`config.mk`:
```
export PLATFORM = sky130hd
export DESIGN_NAME = iir_multi
export DESIGN_NICKNAME = d
export VERILOG_FILES = /design/src/rtl/iir_pkg.sv /design/src/rtl/iir_tap_mac.sv /design/src/rtl/iir_multi.sv
export SDC_FILE = /design/constraint.sdc
export NUM_CORES = 2
export LEC_CHECK = 0
export CAP_MARGIN = 20
export CORE_ASPECT_RATIO = 0.9
export CORE_MARGIN = 2
export CORE_UTILIZATION = 43
export CTS_CLUSTER_DIAMETER = 200
export DETAILED_ROUTE_END_ITERATION = 16
export DONT_BUFFER_PORTS = 1
export PLACE_DENSITY_LB_ADDON = 0.3
export SLEW_MARGIN = 5
export SYNTH_ARGS = -nofsm -noshare
export SYNTH_HDL_FRONTEND = slang
export SYNTH_SLANG_ARGS = --single-unit
```
`constraint.sdc`:
```
create_clock -name clock -period 33.3 [get_ports clock]
set_clock_uncertainty 0.15 [all_clocks]
set_input_delay 6.66 -clock clock [delete_from_list [all_inputs] [get_ports clock]]
set_output_delay 6.66 -clock clock [all_outputs]
set_load 0.005 [all_outputs]
```
`src/rtl/iir_pkg.sv`:
```
// iir_pkg: shared types, defaults and arithmetic helpers for the iir_multi
// filter slice.
//   iir_state_e   - controller states (S_READ, S_MAC, S_WRITE)
//   DEEMPH_BITS   - default coefficient fractional bits
//   DEEMPH_X/Y    - default deemphasis coefficient sets (index 0 = tap 0)
//   deq()         - dequantise a product: divide by 2^shift, truncating
//                   toward zero to match the C reference model
package iir_pkg;

  typedef enum logic [1:0] {
    S_READ  = 2'd0,
    S_MAC   = 2'd1,
    S_WRITE = 2'd2
  } iir_state_e;

  localparam int DEEMPH_BITS = 10;

  // Packed arrays: element [0] is the rightmost item of the concatenation.
  localparam logic [1:0][31:0] DEEMPH_X = {32'd178, 32'd178};
  localparam logic [1:0][31:0] DEEMPH_Y = {32'(-666), 32'd0};

  // Working width of deq(); callers sign-extend their product into it and
  // truncate the quotient back to their accumulator width.
  localparam int DEQ_W = 128;

  // An arithmetic shift alone rounds toward minus infinity; biasing negative
  // values by 2^shift-1 first turns that into truncation toward zero.
  function automatic logic signed [DEQ_W-1:0] deq(
    input logic signed [DEQ_W-1:0] p,
    input int                      shift
  );
    logic signed [DEQ_W-1:0] bias;
    bias = (DEQ_W'(1) << shift) - DEQ_W'(1);
    if (p < 0) return (p + bias) >>> shift;
    else       return p >>> shift;
  endfunction

endpackage

```
`src/rtl/iir_tap_mac.sv`:
```
// iir_tap_mac: one-tap-per-cycle multiply/dequantise/accumulate datapath.
//   clock, reset   - rising-edge clock, asynchronous active-low reset
//   clear_i        - zero the accumulator (start of a new sample)
//   en_i           - add this cycle's tap contribution
//   fb_en_i        - include the feedback term (low for tap 0)
//   b_i, x_i       - feed-forward coefficient and x history sample
//   a_i, y_i       - feedback coefficient and y history sample
//   result_o       - accumulator reduced to DATA_WIDTH
//   clip_o         - result was clipped (only when IIR_SAT_EN is defined)
// Macro IIR_SAT_EN selects saturating reduction; otherwise the result is the
// low DATA_WIDTH bits of the accumulator.
module iir_tap_mac
  import iir_pkg::*;
#(
  parameter int DATA_WIDTH = 32,
  parameter int BITS       = DEEMPH_BITS,
  parameter int ACC_W      = 34
) (
  input  logic                         clock,
  input  logic                         reset,
  input  logic                         clear_i,
  input  logic                         en_i,
  input  logic                         fb_en_i,
  input  logic signed [DATA_WIDTH-1:0] b_i,
  input  logic signed [DATA_WIDTH-1:0] x_i,
  input  logic signed [DATA_WIDTH-1:0] a_i,
  input  logic signed [DATA_WIDTH-1:0] y_i,
`ifdef IIR_SAT_EN
  output logic                         clip_o,
`endif
  output logic signed [DATA_WIDTH-1:0] result_o
);

  localparam int PW = 2 * DATA_WIDTH;

  logic signed [PW-1:0]    prod_ff, prod_fb;
  logic signed [ACC_W-1:0] term_ff, term_fb;
  logic signed [ACC_W-1:0] acc_q, acc_d;

  assign prod_ff = PW'(b_i) * PW'(x_i);
  assign prod_fb = PW'(a_i) * PW'(y_i);

  assign term_ff = ACC_W'(deq(DEQ_W'(prod_ff), BITS));
  assign term_fb = fb_en_i ? ACC_W'(deq(DEQ_W'(prod_fb), BITS)) : '0;

  always_comb begin
    acc_d = acc_q;
    if (clear_i)   acc_d = '0;
    else if (en_i) acc_d = acc_q + term_ff + term_fb;
  end

  always_ff @(posedge clock or negedge reset) begin
    if (!reset) acc_q <= '0;
    else        acc_q <= acc_d;
  end

`ifdef IIR_SAT_EN
  // Out of range when the bits above the result's sign bit disagree with it.
  logic ovf;
  assign ovf      = acc_q[ACC_W-1:DATA_WIDTH-1] != {(ACC_W-DATA_WIDTH+1){acc_q[ACC_W-1]}};
  assign clip_o   = ovf;
  assign result_o = ovf ? {acc_q[ACC_W-1], {(DATA_WIDTH-1){~acc_q[ACC_W-1]}}}
                        : acc_q[DATA_WIDTH-1:0];
`else
  assign result_o = acc_q[DATA_WIDTH-1:0];
`endif

endmodule

```
`src/rtl/iir_multi.sv`:
```
// iir_multi: multi-channel fixed-point IIR filter between a first-word-fall-
// through input FIFO and an output FIFO. Channels arrive interleaved and each
// keeps its own x/y history.
//   clock, reset            - rising-edge clock, asynchronous active-low reset
//   x_in_rd_en/x_in_empty/x_in - input FIFO pop, empty flag and head word
//   y_out/y_out_wr_en/y_out_full - output sample, push strobe, full flag
//   ch_out                  - channel of y_out, qualified by y_out_wr_en
//   sat_seen                - sticky clip flag (only with IIR_SAT_EN)
// Macro IIR_SAT_EN: saturating output stage plus the sat_seen port.
module iir_multi
  import iir_pkg::*;
#(
  parameter int DATA_WIDTH = 32,
  parameter int TAPS       = 2,
  parameter int BITS       = DEEMPH_BITS,
  parameter int CHANNELS   = 2,
  parameter logic [TAPS-1:0][DATA_WIDTH-1:0] X_COEFFS = DEEMPH_X,
  parameter logic [TAPS-1:0][DATA_WIDTH-1:0] Y_COEFFS = DEEMPH_Y,
  localparam int CH_W = (CHANNELS > 1) ? $clog2(CHANNELS) : 1
) (
  input  logic                  clock,
  input  logic                  reset,
  output logic                  x_in_rd_en,
  input  logic                  x_in_empty,
  input  logic [DATA_WIDTH-1:0] x_in,
  output logic [DATA_WIDTH-1:0] y_out,
  output logic                  y_out_wr_en,
  input  logic                  y_out_full,
`ifdef IIR_SAT_EN
  output logic                  sat_seen,
`endif
  output logic [CH_W-1:0]       ch_out
);

  localparam int TAP_W = $clog2(TAPS);
  localparam int ACC_W = DATA_WIDTH + $clog2(2 * TAPS);
  // Tables are padded to a power of two so the pointers index them exactly.
  localparam int NCH   = 2 ** CH_W;
  localparam int NTAP  = 2 ** TAP_W;

  iir_state_e       state_q, state_d;
  logic [TAP_W-1:0] tap_q, tap_d;
  logic [CH_W-1:0]  chan_q, chan_d;
  logic             rd_en, wr_en, mac_clear, mac_en;

  logic signed [DATA_WIDTH-1:0] x_hist_q [NCH][NTAP];
  logic signed [DATA_WIDTH-1:0] y_hist_q [NCH][NTAP];  // [0] unused: y[n] is the result
  logic signed [DATA_WIDTH-1:0] b_tab [NTAP];
  logic signed [DATA_WIDTH-1:0] a_tab [NTAP];
  logic signed [DATA_WIDTH-1:0] result;

  for (genvar gi = 0; gi < NTAP; gi++) begin : g_coef
    if (gi < TAPS) begin : g_used
      assign b_tab[gi] = X_COEFFS[gi];
      assign a_tab[gi] = Y_COEFFS[gi];
    end else begin : g_pad
      assign b_tab[gi] = '0;
      assign a_tab[gi] = '0;
    end
  end

  always_comb begin
    state_d   = state_q;
    tap_d     = tap_q;
    chan_d    = chan_q;
    rd_en     = 1'b0;
    wr_en     = 1'b0;
    mac_clear = 1'b0;
    mac_en    = 1'b0;
    case (state_q)
      S_READ: begin
        // reset gates the pop so no word is lost while the core is held.
        if (!x_in_empty && reset) begin
          rd_en     = 1'b1;
          mac_clear = 1'b1;
          tap_d     = '0;
          state_d   = S_MAC;
        end
      end
      S_MAC: begin
        mac_en = 1'b1;
        if (tap_q == TAP_W'(TAPS - 1)) begin
          tap_d   = '0;
          state_d = S_WRITE;
        end else begin
          tap_d = tap_q + TAP_W'(1);
        end
      end
      S_WRITE: begin
        if (!y_out_full) begin
          wr_en   = 1'b1;
          chan_d  = (chan_q == CH_W'(CHANNELS - 1)) ? '0 : chan_q + CH_W'(1);
          state_d = S_READ;
        end
      end
      default: state_d = S_READ;
    endcase
  end

  always_ff @(posedge clock or negedge reset) begin
    if (!reset) begin
      state_q <= S_READ;
      tap_q   <= '0;
      chan_q  <= '0;
    end else begin
      state_q <= state_d;
      tap_q   <= tap_d;
      chan_q  <= chan_d;
    end
  end

  always_ff @(posedge clock or negedge reset) begin
    if (!reset) begin
      for (int c = 0; c < NCH; c++) begin
        for (int t = 0; t < NTAP; t++) begin
          x_hist_q[c][t] <= '0;
          y_hist_q[c][t] <= '0;
        end
      end
    end else begin
      if (rd_en) begin
        x_hist_q[chan_q][0] <= x_in;
        for (int t = 1; t < TAPS; t++) x_hist_q[chan_q][t] <= x_hist_q[chan_q][t-1];
      end
      if (wr_en) begin
        y_hist_q[chan_q][1] <= result;
        for (int t = 2; t < TAPS; t++) y_hist_q[chan_q][t] <= y_hist_q[chan_q][t-1];
      end
    end
  end

`ifdef IIR_SAT_EN
  logic mac_clip;
  logic sat_seen_q;
`endif

  iir_tap_mac #(
    .DATA_WIDTH (DATA_WIDTH),
    .BITS       (BITS),
    .ACC_W      (ACC_W)
  ) u_mac (
    .clock    (clock),
    .reset    (reset),
    .clear_i  (mac_clear),
    .en_i     (mac_en),
    .fb_en_i  (tap_q != '0),
    .b_i      (b_tab[tap_q]),
    .x_i      (x_hist_q[chan_q][tap_q]),
    .a_i      (a_tab[tap_q]),
    .y_i      (y_hist_q[chan_q][tap_q]),
`ifdef IIR_SAT_EN
    .clip_o   (mac_clip),
`endif
    .result_o (result)
  );

`ifdef IIR_SAT_EN
  // Only clips on written results count; partial sums are not outputs.
  always_ff @(posedge clock or negedge reset) begin
    if (!reset)                 sat_seen_q <= 1'b0;
    else if (wr_en && mac_clip) sat_seen_q <= 1'b1;
  end
  assign sat_seen = sat_seen_q;
`endif

  // The accumulator holds its final value throughout S_WRITE, so y_out is
  // stable across output stalls without a separate output register.
  assign x_in_rd_en  = rd_en;
  assign y_out_wr_en = wr_en;
  assign y_out       = result;
  assign ch_out      = chan_q;

endmodule
```
* Word level (Yosys, flattened, before mapping)
Cells that the tools add are included.
** Operators by class
- $add $sub $neg :: 6
- Multiply operators :: 2
- Magnitude comparators :: 5
- Equal/unequal tests :: 5
- Multiplexer cells :: 42
- Bitwise logic cells :: 3
- Reductions and logical operators :: 9
** Operator list (number)
- 2-to-1 mux 64 bit :: 7
- bitwise mux 128 bit :: 3
- 2-to-1 mux 32 bit :: 12
- 2-to-1 mux 34 bit :: 5
- demux 64 bit (select 1 bit) :: 2
- less-than comparator 64 x 1 -> 1 bit, second input constant :: 2
- multiplier 32 x 32 -> 64 bit :: 2
- adder 44 x 11 -> 44 bit, second input constant :: 2
- adder 34 bit :: 2
- 2-to-1 mux 1 bit :: 8
- 2-to-1 mux 2 bit :: 3
- != test 2 bit, second input constant :: 3
- case mux 2 bit (3 select lines) :: 1
- greater-or-equal comparator 2 bit, second input constant :: 2
- inverter 1 -> 2 bit :: 2
- AND reduction 2 bit :: 2
- nonzero test 2 bit :: 2
- AND reduction 3 bit :: 1
- adder 1 bit, second input constant :: 2
- equality test 2 x 1 -> 1 bit, second input constant :: 1
- equality test 2 bit, second input constant :: 1
- logical AND 1 bit :: 2
- zero test 2 bit :: 1
- less-than comparator 2 x 1 -> 1 bit, second input constant :: 1
- 3 further kinds :: 3
** Storage, ports and cells
- Register bits after elaboration :: 294
- Bits of input ports :: 36
- Output and inout port bits :: 35
- Logic and storage cells :: 84

* Depth between registers and ports, before layout
- Word-level depth :: 14
- Mapped depth :: 48

* Hierarchy
A second synthesis with hierarchy kept.
** Second synthesis, totals
- Cell total of the unflattened synthesis :: 8912
- Area, all modules :: 86125.1 µm²
** By module, submodules not included
- iir_tap_mac :: times used 1, cells each 8374, area an instance 77250.3 µm²
- iir_multi :: times used 1, cells each 538, area an instance 8874.8 µm²

* Worst setup path before layout
OpenSTA, ideal clock, no wires.
- Path type :: input to output
- Start point :: input port x_in_empty
- End point :: output port x_in_rd_en
- Arrival :: 7.707 ns
- Path slack :: 18.783 ns
- Stages on the path :: 3
- Path buffers :: 2
- Cells stage by stage :: nor4b_1 > clkbuf_1 > clkbuf_1
** Between the ends
- Word-level cells in the longest chain between the ends :: 4
** RTL lines
- from (decl) :: RTL line iir_multi.sv:24 : input logic x_in_empty,
- zero test 1 bit :: RTL line iir_multi.sv:73 : if (!x_in_empty && reset) begin
- logical AND 1 bit :: RTL line iir_multi.sv:73
- 2-to-1 mux 1 bit :: RTL line iir_multi.sv:73
- 2-to-1 mux 1 bit :: RTL line iir_multi.sv:70 : case (state_q)
- to (decl) :: RTL line iir_multi.sv:23 : output logic x_in_rd_en,
No other way between the ends.

* Worst setup path in the final report
- Start point :: register tap_q
- End point :: register u_mac.acc_q[30]
** Between the ends
- Word-level cells in the longest chain between the ends :: 11
- Elaborated cells between the ends (all ways) :: 23
- Those cells by class :: 4 x add/sub; 2 x mul; 2 x order compare; 14 x mux; 1 x bitwise
** RTL lines
- from (decl) :: RTL line iir_multi.sv:42 : logic [TAP_W-1:0] tap_q, tap_d;
- from (signal assigned) :: RTL line iir_multi.sv:107 : tap_q <= tap_d;
- inverter 1 -> 2 bit (implied by the code) :: RTL line iir_multi.sv:148, iir_multi.sv:149, iir_multi.sv:150
- 2-to-1 mux 32 bit, on equally long branches (3 in series) :: RTL line iir_multi.sv:148, iir_multi.sv:149, iir_multi.sv:150
- multiplier 32 x 32 -> 64 bit, on equally long branches :: RTL line iir_tap_mac.sv:40, iir_tap_mac.sv:41
- less-than comparator 64 x 1 -> 1 bit or adder 44 x 11 -> 44 bit (tied branches) :: RTL line iir_pkg.sv:34 : if (p < 0) return (p + bias) >>> shift;
- 2-to-1 mux 34 bit :: RTL line iir_pkg.sv:34
- adder 34 bit or 2-to-1 mux 34 bit (tied branches) :: RTL line iir_tap_mac.sv:49, iir_tap_mac.sv:44
- adder 34 bit (*) :: RTL line iir_tap_mac.sv:49 : else if (en_i) acc_d = acc_q + term_ff + term_fb;
- 2-to-1 mux 34 bit (*) :: RTL line iir_tap_mac.sv:49
- 2-to-1 mux 34 bit (*) :: RTL line iir_tap_mac.sv:48 : if (clear_i) acc_d = '0;
- to (signal assigned) :: RTL line iir_tap_mac.sv:53 : if (!reset) acc_q <= '0;
- to (signal assigned) :: RTL line iir_tap_mac.sv:54 : else acc_q <= acc_d;
- to (decl) :: RTL line iir_tap_mac.sv:38 : logic signed [ACC_W-1:0] acc_q, acc_d;
Mark *: on every way between the ends. The rest lies on a longest branch, timed or not. The select of a mux whose other input is x is not followed.
A chain may end at the register's enable or synchronous reset.

==> flow_metrics.py <==
metrics = {
    "setup_path": {
        "startpoint_type": "flip-flop",
        "worst_setup_path_end_kind": "flip-flop",
        "cp_slowest_stage_delay_ps": 970,
        "r2r_start": "tap_q$_DFFE_PN0P_",
        "arrival_ps": 14590,
        "r2r-end": "u_mac.acc_q[30]$_DFFE_PN0P_",
        "timing.reg2reg.setup_slack_ps": 18940,
        "critical_path.max_fanout": 72,
        "crit_path_kind": "reg2reg",
        "worst_path_most_repeated_cell": "sky130_fd_sc_hd__fa_1",
        "ff2ff_path_depth": 39,
        "critPathSlowestCell": "sky130_fd_sc_hd__fa_1",
        "crit_required_ps": 33530,
    },
    "timing": {
        "worst_hold_slack_ps": 351,
        "max_slew_margin_pct": 23.8,
        "timing_max_transition_violations_final": 0,
        "final_hold_viol_count": 0,
        "max_clock_freq_mhz": 69.6,
        "grt_setup_unrepaired": "no",
        "final.setup.tns_ps": 0,
        "layout_min_cycle_time_ps": 14360,
        "slew_at_the_pin_closest_to_its_max_slew_limit_ps": 1140,
        "final_min_period_over_clock_period_pct": 43.1,
        "finalSetupViolCount": 0,
    },
    "global_route": {
        "grt_pass1_wl_mm": 122,
        "maximum_number_of_pins_on_one_net_before_global_route_repair": 230,
        "globalRoute.totalOverflow": 0,
        "first_global_vias": 22400,
        "globalRouteTotalUtil_pct": 19.5,
        "initial_antenna_violation_count": 2,
    },
    "logic_synthesis": {
        "async_s_r_ff_share_synth_pct": 100,
        "synth_enable_flop_cells": 0,
        "synth_cell_area_um2": 32900,
        "most_common_cell_in_the_netlist": "sky130_fd_sc_hd__inv_1",
        "syn-instance-count": 3171,
        "synth_sequential_area_ratio_pct": 17.4,
        "synth_top_area_cell": "sky130_fd_sc_hd__fa_1",
        "synth_top_area_share_pct": 24.9,
        "synth_top_cells_by_count": "sky130_fd_sc_hd__inv_1, sky130_fd_sc_hd__ha_1, sky130_fd_sc_hd__fa_1",
        "yosys-top-cells-area": "sky130_fd_sc_hd__fa_1, sky130_fd_sc_hd__ha_1, sky130_fd_sc_hd__dfrtp_1",
        "ys.warnings.count": 0,
        "yosys_most_used_dff": "sky130_fd_sc_hd__dfrtp_1",
        "yosys.cell_types.count": 83,
        "yosys_register_bits": 228,
        "syn_avg_cell_area_um2": 10.4,
    },
    "flow_run": {
        "drv_cap": 0,
    },
    "routing": {
        "detailroute.wirelength.met2_mm": 31.2,
        "drt-vias-per-instance": 5.25,
        "dr.max_layer_used": "met5",
        "wl_mm": 73.9,
        "dr_wl_met3_mm": 4.61,
        "remaining_drc_errors": 0,
        "drt-wirelength-per-cell_um": 17.7,
        "wirelength_met1_mm": 37.0,
        "via_count": 21900,
        "detail_route.first_pass.iterations": 5,
        "route.antenna.remaining_nets": 0,
        "initialDrtViolationCount": 1308,
    },
    "clock_network": {
        "clock_sink_count": 228,
        "cts-hold-fix-buffers": 0,
        "post_cts_resized": 0,
        "root_buffer": "sky130_fd_sc_hd__clkbuf_16",
        "post-cts-setup-buffer-count": 0,
        "clock_tree.htree_level_count": 1,
        "clockBufferDepth": 3,
        "tritoncts_buffer_count": 23,
        "clk_transition_reported_paths_ps": 70,
        "worst_skew_pair.late_latency_ps": 530,
        "cts_tree": "yes",
    },
    "min_path": {
        "holdPathStages": 1,
        "hp-start": "y_hist_q[31]$_DFFE_PN0P_",
        "holdCritPathClass": "reg2reg",
        "endpoint_with_the_worst_hold_slack": "y_hist_q[31]$_DFFE_PN0P_",
    },
    "floorplan": {
        "area_enclosed_by_the_die_boundary_um2": 78700,
        "die-width_um": 295,
        "placement_rows": 96,
        "die_height_um": 266,
        "floorplan.initialDensity_pct": 43.3,
        "floorplan.core_area_um2": 75900,
        "ioPinCount": 71,
    },
    "finish": {
        "final_nets": 4071,
        "synthToLayoutAreaGrowth_pct": 5.56,
        "fin_util_pct": 45.7,
        "final_design_area_no_fill_um2": 34700,
        "post_route_cells_drive_above_1_share_pct": 10.5,
    },
    "placement": {
        "place_area_um2": 34000,
        "port_buffers": 0,
        "dpl.hpwl_mm": 62.1,
        "globalplace.congestion": 0.915,
    },
    "run_status": {
        "run_status": "complete, no violations",
    },
}
## registers in the layout, indices dropped and copies added, names as in the netlist
signal and cells:
y_hist_q 64, state_q 2, u_mac.acc_q 32, tap_q 1
ch_out 1, x_hist_q 128
## cell usage in the layout, fill, tap and decap left out, types with 51 or more instances in the layout
master | synthesis | routed
sky130_fd_sc_hd__inv_1 | 591 | 591
sky130_fd_sc_hd__ha_1 | 501 | 501
sky130_fd_sc_hd__fa_1 | 409 | 409
sky130_fd_sc_hd__dfrtp_1 | 228 | 226
sky130_fd_sc_hd__mux2_2 | 218 | 218
sky130_fd_sc_hd__nand2_1 | 148 | 147
sky130_fd_sc_hd__a21oi_1 | 102 | 102
sky130_fd_sc_hd__xnor2_1 | 93 | 93
sky130_fd_sc_hd__o21ai_0 | 82 | 82
sky130_fd_sc_hd__nor2_1 | 77 | 77
sky130_fd_sc_hd__xor2_1 | 59 | 59
sky130_fd_sc_hd__a21o_1 | 57 | 57
sky130_fd_sc_hd__and2_1 | 52 | 51
## cells by family (layout without fill, tap and decap cells)
| logic type | after synthesis | count (layout) | synth area share (%) |
|---|---|---|---|
| fa+ha+maj | 910 | 910 | 44.0 |
| buf+inv | 674 | 642 | 7.75 |
| simple gates | 524 | 524 | 8.39 |
| compound gates | 417 | 417 | 8.42 |
| mux | 264 | 264 | 10.0 |
| flops | 228 | 228 | 17.4 |
| xor+xnor | 152 | 152 | 4.05 |
| other cells | 2 | 5 | 0.0228 |
## layer usage
layer	track usage, %	vias to the layer above
li1	-	10500
met1	29.7	10900
met2	28.9	391
met3	4.05	57
met4	2.79	4
met5	0	-
## stage by stage
stage,std cells,setup WS [ps]
after floorplan,3173,18780
after global placement,4129,19180
after detailed placement,4129,19140
after CTS,4170,19030
after global routing,4170,18080
final,4171,18940
## worst max path at each step
stage / slack [ps] / from / cells past startpoint / endpoint
floorplan: 18780 / x_in_empty / 3 / x_in_rd_en
global placement: 19180 / reset / 2 / x_in_rd_en
detailed placement: 19140 / tap_q$_DFFE_PN0P_ / 39 / u_mac.acc_q[30]$_DFFE_PN0P_
CTS: 19030 / tap_q$_DFFE_PN0P_ / 39 / u_mac.acc_q[30]$_DFFE_PN0P_
global route: 18080 / tap_q$_DFFE_PN0P_ / 39 / u_mac.acc_q[30]$_DFFE_PN0P_
finish: 18940 / tap_q$_DFFE_PN0P_ / 39 / u_mac.acc_q[30]$_DFFE_PN0P_
## layout make-up
cell class / count / area, um^2
Inverter: 592 / 2220
Tap cell: 1029 / 1290
Multi-Input combinational cell: 2271 / 24700
Fill cell: 7199 / 41200
Sequential cell: 228 / 5710
Clock inverter: 7 / 90.1
Timing Repair Buffer: 9 / 67.6
Antenna cell: 1 / 2.50
Clock buffer: 34 / 657
## critical path, delay by kind of cell (launching register included)
family	cells	cell delay [ps]
AO/OA/AOI/OAI	13	3710
XOR/XNOR	1	140
AND/OR/NAND/NOR	8	1780
flip-flops	1	770
buffers and inverters	6	1560
adder cells (fa/ha/maj)	11	6080
Power is left out: the tool's default activity adds up to more than one toggle a clock period on the data nets, which glitch-free logic cannot reach.
